### src/rtl/ifq_pkg.sv
// rtl/ifq_pkg.sv - shared widths, constants and sizing helper for the instruction prefetch queue
package ifq_pkg;
    localparam int XLEN        = 32;
    localparam int INSTR_BYTES = 4;
    localparam logic [XLEN-1:0] NOP_INSTR = 32'h0000_0013;

    // Bits needed to hold a counter ranging over 0..n inclusive.
    function automatic int cnt_width(input int n);
        return $clog2(n + 1);
    endfunction
endpackage

### src/rtl/ifq_sync_fifo.sv
// rtl/ifq_sync_fifo.sv - DEPTH x XLEN synchronous FIFO with clear, holding all prefetch storage
module ifq_sync_fifo
    import ifq_pkg::*;
#(
    parameter int DEPTH = 4,
    localparam int CW   = cnt_width(DEPTH),
    localparam int PW   = $clog2(DEPTH)
) (
    input  logic            clk,
    input  logic            rst,
    input  logic            clear_i,
    input  logic            push_i,
    input  logic [XLEN-1:0] push_data_i,
    input  logic            pop_i,
    output logic [XLEN-1:0] head_o,
    output logic [CW-1:0]   count_o
);
    logic [XLEN-1:0] mem_q [DEPTH];
    logic [PW-1:0]   wr_ptr_q;
    logic [PW-1:0]   rd_ptr_q;
    logic [CW-1:0]   count_q;

    always_ff @(posedge clk) begin
        if (push_i) begin
            mem_q[wr_ptr_q] <= push_data_i;
        end
    end

    // Power-of-two depth lets the pointers wrap naturally.
    always_ff @(posedge clk) begin
        if (rst || clear_i) begin
            wr_ptr_q <= '0;
            rd_ptr_q <= '0;
            count_q  <= '0;
        end else begin
            if (push_i) begin
                wr_ptr_q <= wr_ptr_q + 1'b1;
            end
            if (pop_i) begin
                rd_ptr_q <= rd_ptr_q + 1'b1;
            end
            case ({push_i, pop_i})
                2'b10:   count_q <= count_q + 1'b1;
                2'b01:   count_q <= count_q - 1'b1;
                default: count_q <= count_q;
            endcase
        end
    end

    assign head_o  = mem_q[rd_ptr_q];
    assign count_o = count_q;
endmodule

### src/rtl/ifetch_prefetch_queue.sv
// rtl/ifetch_prefetch_queue.sv - instruction prefetcher with redirect flush; IFQ_PERF_COUNTERS_EN adds perf counters
module ifetch_prefetch_queue
    import ifq_pkg::*;
#(
    parameter int              DEPTH           = 4,
    parameter int              MAX_OUTSTANDING = 2,
    parameter logic [XLEN-1:0] RESET_PC        = 32'h0000_0000
) (
    input  logic            clk,
    input  logic            rst,
    input  logic            redirect_i,
    input  logic [XLEN-1:0] redirect_pc_i,
    output logic            imem_req_o,
    output logic [XLEN-1:0] imem_addr_o,
    input  logic            imem_gnt_i,
    input  logic            imem_rvalid_i,
    input  logic [XLEN-1:0] imem_rdata_i,
    output logic            instr_valid_o,
    input  logic            instr_ready_i,
    output logic [XLEN-1:0] instr_o,
    output logic [XLEN-1:0] pc_o,
    output logic [XLEN-1:0] pc_plus4_o
`ifdef IFQ_PERF_COUNTERS_EN
    ,
    output logic [31:0]     perf_stall_cycles_o,
    output logic [31:0]     perf_flushed_o
`endif
);
    localparam int CW = cnt_width(DEPTH);
    localparam int OW = cnt_width(MAX_OUTSTANDING);

    logic [XLEN-1:0] fetch_addr_q, fetch_addr_d;
    logic [XLEN-1:0] head_pc_q, head_pc_d;
    logic [OW-1:0]   outstanding_q, outstanding_d;
    logic [OW-1:0]   discard_q, discard_d;
    logic [CW-1:0]   fifo_count;
    logic [XLEN-1:0] fifo_head;
    logic            grant, push, pop, drop;
    int              live;
    logic            unused_pc_lsbs;

    assign unused_pc_lsbs = ^redirect_pc_i[1:0];

    always_comb begin
        // Live responses already own a FIFO slot, so requests stop before overfilling.
        live          = int'(fifo_count) + int'(outstanding_q) - int'(discard_q);
        imem_req_o    = !rst && !redirect_i && (int'(outstanding_q) < MAX_OUTSTANDING) && (live < DEPTH);
        imem_addr_o   = fetch_addr_q;
        grant         = imem_req_o && imem_gnt_i;
        instr_valid_o = (fifo_count != '0);
        drop          = imem_rvalid_i && (redirect_i || (discard_q != '0));
        push          = imem_rvalid_i && !drop;
        pop           = instr_valid_o && instr_ready_i && !redirect_i;

        outstanding_d = outstanding_q;
        if (grant && !imem_rvalid_i) begin
            outstanding_d = outstanding_q + 1'b1;
        end else if (!grant && imem_rvalid_i) begin
            outstanding_d = outstanding_q - 1'b1;
        end

        discard_d    = discard_q;
        fetch_addr_d = fetch_addr_q;
        head_pc_d    = head_pc_q;
        if (redirect_i) begin
            discard_d    = outstanding_d;
            fetch_addr_d = {redirect_pc_i[XLEN-1:2], 2'b00};
            head_pc_d    = {redirect_pc_i[XLEN-1:2], 2'b00};
        end else begin
            if (imem_rvalid_i && (discard_q != '0)) begin
                discard_d = discard_q - 1'b1;
            end
            if (grant) begin
                fetch_addr_d = fetch_addr_q + XLEN'(INSTR_BYTES);
            end
            if (pop) begin
                head_pc_d = head_pc_q + XLEN'(INSTR_BYTES);
            end
        end
    end

    always_ff @(posedge clk) begin
        if (rst) begin
            fetch_addr_q  <= RESET_PC;
            head_pc_q     <= RESET_PC;
            outstanding_q <= '0;
            discard_q     <= '0;
        end else begin
            fetch_addr_q  <= fetch_addr_d;
            head_pc_q     <= head_pc_d;
            outstanding_q <= outstanding_d;
            discard_q     <= discard_d;
        end
    end

    ifq_sync_fifo #(
        .DEPTH(DEPTH)
    ) u_fifo (
        .clk        (clk),
        .rst        (rst),
        .clear_i    (redirect_i),
        .push_i     (push),
        .push_data_i(imem_rdata_i),
        .pop_i      (pop),
        .head_o     (fifo_head),
        .count_o    (fifo_count)
    );

    assign instr_o    = instr_valid_o ? fifo_head : NOP_INSTR;
    assign pc_o       = head_pc_q;
    assign pc_plus4_o = head_pc_q + XLEN'(INSTR_BYTES);

`ifdef IFQ_PERF_COUNTERS_EN
    logic [31:0] stall_cnt_q;
    logic [31:0] flushed_cnt_q;

    always_ff @(posedge clk) begin
        if (rst) begin
            stall_cnt_q   <= '0;
            flushed_cnt_q <= '0;
        end else begin
            if (instr_ready_i && !instr_valid_o && (stall_cnt_q != '1)) begin
                stall_cnt_q <= stall_cnt_q + 1'b1;
            end
            if (drop && (flushed_cnt_q != '1)) begin
                flushed_cnt_q <= flushed_cnt_q + 1'b1;
            end
        end
    end

    assign perf_stall_cycles_o = stall_cnt_q;
    assign perf_flushed_o      = flushed_cnt_q;
`endif
endmodule

### config.mk
export PLATFORM = sky130hd
export DESIGN_NAME = ifetch_prefetch_queue
export DESIGN_NICKNAME = d
export VERILOG_FILES = /design/src/rtl/ifq_pkg.sv /design/src/rtl/ifq_sync_fifo.sv /design/src/rtl/ifetch_prefetch_queue.sv
export SDC_FILE = /design/constraint.sdc
export NUM_CORES = 1
export LEC_CHECK = 0
export ABC_AREA = 1
export CAP_MARGIN = 30
export CELL_PAD_IN_SITES_DETAIL_PLACEMENT = 1
export CELL_PAD_IN_SITES_GLOBAL_PLACEMENT = 1
export CORE_ASPECT_RATIO = 2
export CORE_MARGIN = 2
export CORE_UTILIZATION = 36
export CTS_BUF_LIST = sky130_fd_sc_hd__clkbuf_8
export CTS_CLUSTER_SIZE = 12
export DETAILED_ROUTE_END_ITERATION = 16
export GPL_TIMING_DRIVEN = 0
export PLACE_DENSITY_LB_ADDON = 0.1
export SYNTH_ARGS = -nofsm -noshare
export SYNTH_HDL_FRONTEND = slang
export SYNTH_HIERARCHICAL = 1
export SYNTH_SLANG_ARGS = --single-unit
### constraint.sdc
create_clock -name clk -period 2.5 [get_ports clk]
set_clock_uncertainty 0.05 [all_clocks]
set_input_delay 0.25 -clock clk [delete_from_list [all_inputs] [get_ports clk]]
set_output_delay 0.25 -clock clk [all_outputs]
set_load 0.005 [all_outputs]
==> flow_summary.toml <==
[worst_setup_path]
startpoint = "outstanding_q[1]$_SDFF_PP0_"
r2r.worst_path.cells = 15
critical_path_class = "reg -> out"
cp.required_ns = 2.20
critPathCaptureType = "output port"
crit-reg2reg-launch = "outstanding_q[1]$_SDFF_PP0_"
cp-start-kind = "register"
cp_data_arrival_time_ns = 2.40
worstPathMaxFanout = 2

[drt]
drtIter0Drc = 476
wl_per_cell_um = 20.1
ant_nets = 0
first_pass_iters = 5
routed.top_layer = "met4"
wl_met3_um = 1820
drc = 0
wl_met1_um = 15700
route.met2.wl_um = 19100
wl_um = 37900
vias_per_cell = 5.10
vias = 9625

[clock_network]
path_clk_slew_ns = 0.07
clock_path_buffers = 3
cts.sinks = 201
insertion_delay_ns = 0.60
tritoncts = "done"
htree_num_levels = 1
numCtsBuffers = 30
cts_root_buffer = "clkbuf_8"

[yosys]
syn-mean-instance-area_um2 = 8.63
ys_ff_latch = 201
synth_top_cell_by_area = "edfxtp_1"
yosysWarnings = 6
synthCells = 1176
yosysUniqueCellTypes = 45
yosys-top-cells-area = "edfxtp_1 38%, dfxtp_1 14%, nand2_1 10%"
synth_top_area_frac = 0.379
yosysSeqAreaShare = 0.523
synthesis.area_um2 = 10200

[grt]
track_usage = 0.253
grt_pass1_vias = 10100
grt_max_degree = 33
grt_first_pass_wirelength_um = 56800
grt-ovfl-total = 0
antenna_found_initial = 0

[floorplanning]
die_y_um = 241
start_util = 0.363
ios = 200
fp.dieW_um = 123
die_area_um2 = 29600
core-area_um2 = 28000
rows = 87

[final_layout]
n_antenna_cell = 0
fin_nets = 1594
drive_gt1_frac = 0.236
area_growth_pct = 44.5
fin_util = 0.524

[timing]
rsz0062_at_grt = "yes"
post-route-period-util = 1.08
final_hold_viol_count = 0
tightest_slew_ns = 0.880
final_max_slew_viol_count = 0
fmax_ghz = 0.370
worst_slack_ns = -0.202
layout_min_cycle_time_ns = 2.70
relSlewSlack = 0.412
fin_hold_ws_ns = 0.226
setup_viol = 38

[power_and_ir_drop]
power_density_nw_per_um2 = 529
peakVddDrop_v = 0.000447
p_leak_nw = 6.05

[job]
cap_viol_max_count = 0

[hold_path]
min-delay-start = "redirect_pc_i[4]"
hold_path_depth = 3
worstHoldPathType = "in -> reg"

[run_status]
violations = "negative setup slack"
outcome = "complete, but fails checks"

[placement]
globalplace.congestion = 0.861
dp_hpwl_um = 25100
dp_slack_ns = -0.629
io_buffers = 191
==> placed cells by master (no fill, tap or decap), types with 22 or more instances in the layout <==
| cell type | count |
|---|---|
| nand2_1 | 252 |
| nor2_1 | 158 |
| clkdlybuf4s50_1 | 133 |
| edfxtp_1 | 128 |
| inv_1 | 116 |
| buf_4 | 97 |
| o21ai_0 | 59 |
| a21oi_1 | 47 |
| dfxtp_1 | 42 |
| clkbuf_8 | 37 |
| o21ai_1 | 35 |
| dlygate4sd2_1 | 33 |
| o22ai_1 | 31 |
| nand2_2 | 29 |
| nand3_1 | 26 |
| dfxtp_4 | 22 |
==> per-stage QoR <==
step	area, um^2	cells	power (mW)	setup TNS (ns)
5_1_grt	14700	1889	8.09	-8.53
3_5_place_dp	12500	1728	4.91	-89.91
2_1_floorplan	10200	1181	4.29	0
4_1_cts	14400	1869	7.75	-1.30
6_report	14700	1889	7.76	-4.50
3_3_place_gp	12500	1728	4.87	-139.33
==> Yosys cell counts, drive strengths merged <==
cell and n:
nor2 182, xor2 34, or2 4, o21ai 94, conb 1, a221oi 2, edfxtp 128, a21oi 50
clkinv 1, buf 33, o21a 5, clkbuf 17, a211oi 1, nor4 1, nand4 11, xnor2 13
nor3 11, nand3 34, and3 1, nand2 288, inv 123, fa 2, o22ai 32, a21boi 1
ha 13, dfxtp 73, a21o 1, a31oi 14, nand3b 6
==> final timing paths <==
path | endpoint | slack, ns
setup / recovery | imem_req_o | -0.20
hold / removal | pc_o[4]$_SDFFE_PP0P_ | 0.23
setup reg to reg | imem_addr_o[7]$_SDFFE_PP0P_ | -0.16
hold reg to reg | register | 0.41
==> cell type report <==
class / count / area, um^2
multi-input cells: 806 / 4520
inverters: 124 / 495
flip-flops and latches: 201 / 5400
fillers: 3307 / 13300
repair inverters: 1 / 8.76
well taps: 356 / 445
plain buffers: 50 / 462
clock buffers: 34 / 468
repair buffers: 295 / 2740
clock inverters: 22 / 128
==> registers in the layout, indices dropped and copies added (netlist names), named ones only <==
register	count
discard_q	2
imem_addr_o	30
outstanding_q	2
pc_o	30
u_fifo/count_o	3
u_fifo/mem_q	128
u_fifo/rd_ptr_q	2
u_fifo/wr_ptr_q	2
==> critical path, stage by stage, from the launching register on <==
cell and delay [ns]:
dfxtp_2 0.35, inv_2 0.05, fa_2 0.56, inv_2 0.04
ha_4 0.26, nand3_4 0.07, nand3_4 0.10, nand3_2 0.08
a21boi_1 0.13, buf_2 0.15
==> where the power goes <==
group | total (mW) | internal [mW] | switching, mW
Clock | 2.69 | 1.35 | 1.33
Combinational | 1.32 | 0.638 | 0.679
Sequential | 3.76 | 3.64 | 0.117
Total | 7.76 | 5.63 | 2.13
==> repair_timing <==
action	CTS	global route
setup buffers	80	21
gates resized for setup	257	73
hold buffers	0	0
endpoints found under the setup margin	95	162
hold endpoints to repair	0	0
gates cloned	6	1
pin swaps	46	40
==> logic make-up after synthesis <==
logic type	share of synthesized area
xor gates and xnor gates	0.0413
AOI/OAI and AO/OA	0.107
DFF	0.523
other	0.000369
adders and majority gates	0.0200
and+or+nand+nor	0.228
buffers and inverters	0.0802
==> per-layer routing <==
metal  GRT usage  vias up
met4      0.0874        0
li1            -     4543
met2       0.437      292
met5     0.00174        -
met3      0.0348       70
met1       0.320     4720
Power figures use the tool's default switching activity.
==> RTL edit, RTL diff (config.mk and constraints unchanged) <==
The parameter `MAX_OUTSTANDING` goes from 2 to 1.
--- a/src/rtl/ifetch_prefetch_queue.sv
+++ b/src/rtl/ifetch_prefetch_queue.sv
@@ -3,7 +3,7 @@
     import ifq_pkg::*;
 #(
     parameter int              DEPTH           = 4,
-    parameter int              MAX_OUTSTANDING = 2,
+    parameter int              MAX_OUTSTANDING = 1,
     parameter logic [XLEN-1:0] RESET_PC        = 32'h0000_0000
 ) (
     input  logic            clk,
Formal check against the unedited RTL: not equivalent (a bounded check fails within 4 cycles, from zero or initial values and one cycle with rst high).
==> RTL edit against the original RTL <==
The flow still finishes with violations (negative setup slack). Total power fell by 14%. Critical endpoint is now pc_o[29]. Wire length is 6.9% higher. Design area is 3.0% lower. Register-to-register slack improved by 0.08 ns. Largest cell class unchanged. Area after synthesis shrank 1.3%. Non-clock buffer count shrank 20. Sequential cell count shrank 2. Setup slack better by 0.12 ns. Critical path type is now register to register.
==> RTL edit: results (changes against the original RTL) <==
Status
  – Status: finished, violations left (unchanged)
  – Failing checks: negative setup slack (unchanged)

Setup path
  – Top delay family on crit path: buffers and inverters (was adder cells)
  – Critical path's slowest cell: dfxtp_2 (was fa_2)
  – Crit path launch: pc_o[25] (was outstanding_q[1])
  – End of the critical path: pc_o[29] (was imem_req_o)
  – Worst path arrival time: 2.89 ns (was 2.40 ns)
  – Reg2reg path depth: 18 (was 15)
  – Critical path fanouts, max: 3 (was 2)
  – Critical path's largest stage delay: 0.37 ns (was 0.56 ns)
  – Worst R2R End: pc_o[29] (was imem_addr_o[7])

STA
  – Final setup margin: -0.0801 ns (was -0.202 ns)
  – Max Slew Vio Count: 0 (unchanged)
  – Relative slew slack: 44.6% (was 41.2%)
  – Final setup violating endpoints: 1 (was 38)

Layout
  – Largest Register: u_fifo/mem_q (unchanged)
  – Layout filler cell count: 3,234 (was 3,307)
  – Layout cells sized above 1: 21.0% (was 23.6%)
  – Max reg flops: 128 (unchanged)
  – Nets: 1,594 (unchanged)

Route
  – Vias: 9,781 (was 9,625)
  – First-pass DRT Iterations: 5 (unchanged)
  – Drt first-iter violations: 506 (was 476)
  – DRT Wirelength: 40,600 µm (was 37,900 µm)

Synth
  – Complex-gate fraction of the synthesized area: 11.3% (was 10.7%)
  – Post-synth top cells: nand2_1, nor2_1, edfxtp_1 (unchanged)
  – Cell variety after synth: 37 (was 45)
  – Sequential area share after synthesis: 52.6% (was 52.3%)
  – Post-synth EDFFs: 128 (unchanged)
  – Post-synthesis adder-cell area fraction: 1.70% (was 2.00%)
  – Ys Warns: 6 (unchanged)
  – Share of synthesized registers carrying an async set or reset: 0% (unchanged)
  – Xor and xnor area share after synthesis: 2.01% (was 4.13%)
  – Largest cells by area after synthesis: edfxtp_1, dfxtp_1, nand2_1 (unchanged)
  – Post-synthesis mux area share: 0% (unchanged)

Place
  – DP Worst Slack: -0.975 ns (was -0.629 ns)
  – I/O Buffers: 191 (unchanged)
  – Post-DP HPWL: 29,400 µm (was 25,100 µm)
  – Placer congestion estimate: 0.933 (was 0.861)

Power and ir drop
  – NetSw: 1.82 mW (was 2.13 mW)
  – Maximum vdd ir drop: 0.000280 V (was 0.000447 V)
  – P_leak: 6.08 nW (was 6.05 nW)

Global route
  – Pin count of the biggest net entering global routing: 33 (unchanged)
  – Total Routing Usage GR: 27.1% (was 25.3%)
  – GRT met3 Usage: 4.29% (was 3.48%)
  – Initial antenna violation count: 1 (was 0)
  – First-pass GRT wire length: 57,700 µm (was 56,800 µm)
  – Grt met2 use: 54.9% (was 43.7%)
  – M1 GR Usage: 23.5% (was 32.0%)
  – Vias in the first global route: 10,200 (was 10,100)

Floorplanning
  – Initial core utilization: 36.5% (was 36.3%)

CTS
  – Root buffer cell: clkbuf_8 (unchanged)
  – H-tree depth: 4 (was 1)
  – Clock buffer depth: 2 (was 3)
  – Clock Latency Late Sink: 0.50 ns (was 0.60 ns)
  – Clk slew on worst S/H paths: 0.11 ns (was 0.07 ns)
  – Total CTS buffers: 17 (was 30)

Worst hold path
  – Path type of the worst min-delay path: input pin to register (unchanged)
RTL edit: what timing repair did:
action,4_1_cts,5_1_grt
gates cloned,1,2
setup endpoints to repair,197,49
pin swaps,29,35
buffers inserted,53,31
resized for setup,195,108
RTL edit: area by class of cell:
| type | instances | area, µm² | share of cell area (%) |
|---|---|---|---|
| sequential | 199 | 5360 | 37.7 |
| multi-input combinational | 839 | 4490 | 31.6 |
| timing repair buffer | 276 | 2650 | 18.6 |
| inverter | 128 | 515 | 3.62 |
| tap | 352 | 440 | 3.10 |
| buffer | 49 | 412 | 2.89 |
| clock buffer | 17 | 234 | 1.64 |
| clock inverter | 14 | 113 | 0.792 |
| timing repair inverter | 1 | 8.76 | 0.0616 |
| antenna | 1 | 2.50 | 0.0176 |
RTL edit: worst register-to-register path, delay by kind of cell (launching register included):
kind / cells / cell delay, ns
AOI/OAI and AO/OA: 1 / 0.13
DFF: 1 / 0.37
buffers and inverters: 10 / 1.21
and+or+nand+nor: 7 / 0.70
RTL edit: metrics by stage:
stage	std cells	util (%)	total power, mW	TNS (ns)	area (µm²)
global route	1876	51.8	6.94	-0.600	14200
detailed placement	1758	45.1	4.70	-126.58	12400
finish	1876	51.8	6.68	-0.0801	14200
floorplan	1215	-	4.13	0	10000
CTS	1843	49.6	6.67	-0.0770	13600
global placement	1758	45.1	4.69	-186.48	12400
RTL edit: logic make-up after synthesis:
group           Yosys count
xor+xnor                 23
fa+ha+maj                13
compound gates          213
simple gates            584
other cells               1
buf+inv                 177
flops                   199
RTL edit: power by group through the flow:
| stage | registers (mW) | clock network, mW | logic [mW] |
|---|---|---|---|
| 4_1_cts | 3.71 | 1.98 | 0.979 |
| 3_5_place_dp | 3.79 | 0 | 0.912 |
| 2_1_floorplan | 3.75 | 0 | 0.373 |
| 5_1_grt | 3.73 | 2.09 | 1.12 |
| 3_3_place_gp | 3.79 | 0 | 0.899 |
| 6_report | 3.72 | 1.93 | 1.04 |
RTL edit: how the worst min path moves through the flow:
stage / from / end / slack (ns) / cells past startpoint
2_1_floorplan: imem_rdata_i[0] / u_fifo/mem_q[0][0] / 0.30 / 0
3_3_place_gp: u_fifo/rd_ptr_q[1] / u_fifo/rd_ptr_q[1] / 0.38 / 1
3_5_place_dp: u_fifo/rd_ptr_q[1] / u_fifo/rd_ptr_q[1] / 0.40 / 1
4_1_cts: redirect_pc_i[2] / pc_o[2] / 0.28 / 3
5_1_grt: imem_rdata_i[4] / u_fifo/mem_q[0][4] / 0.31 / 1
6_report: redirect_pc_i[3] / pc_o[3] / 0.34 / 3
RTL edit: layer usage:
layer	vias to the layer above	part of all wire (%)
li1	4568	-
met1	4786	32
met2	296	58
met3	131	3.2
met4	0	6.9
met5	-	0
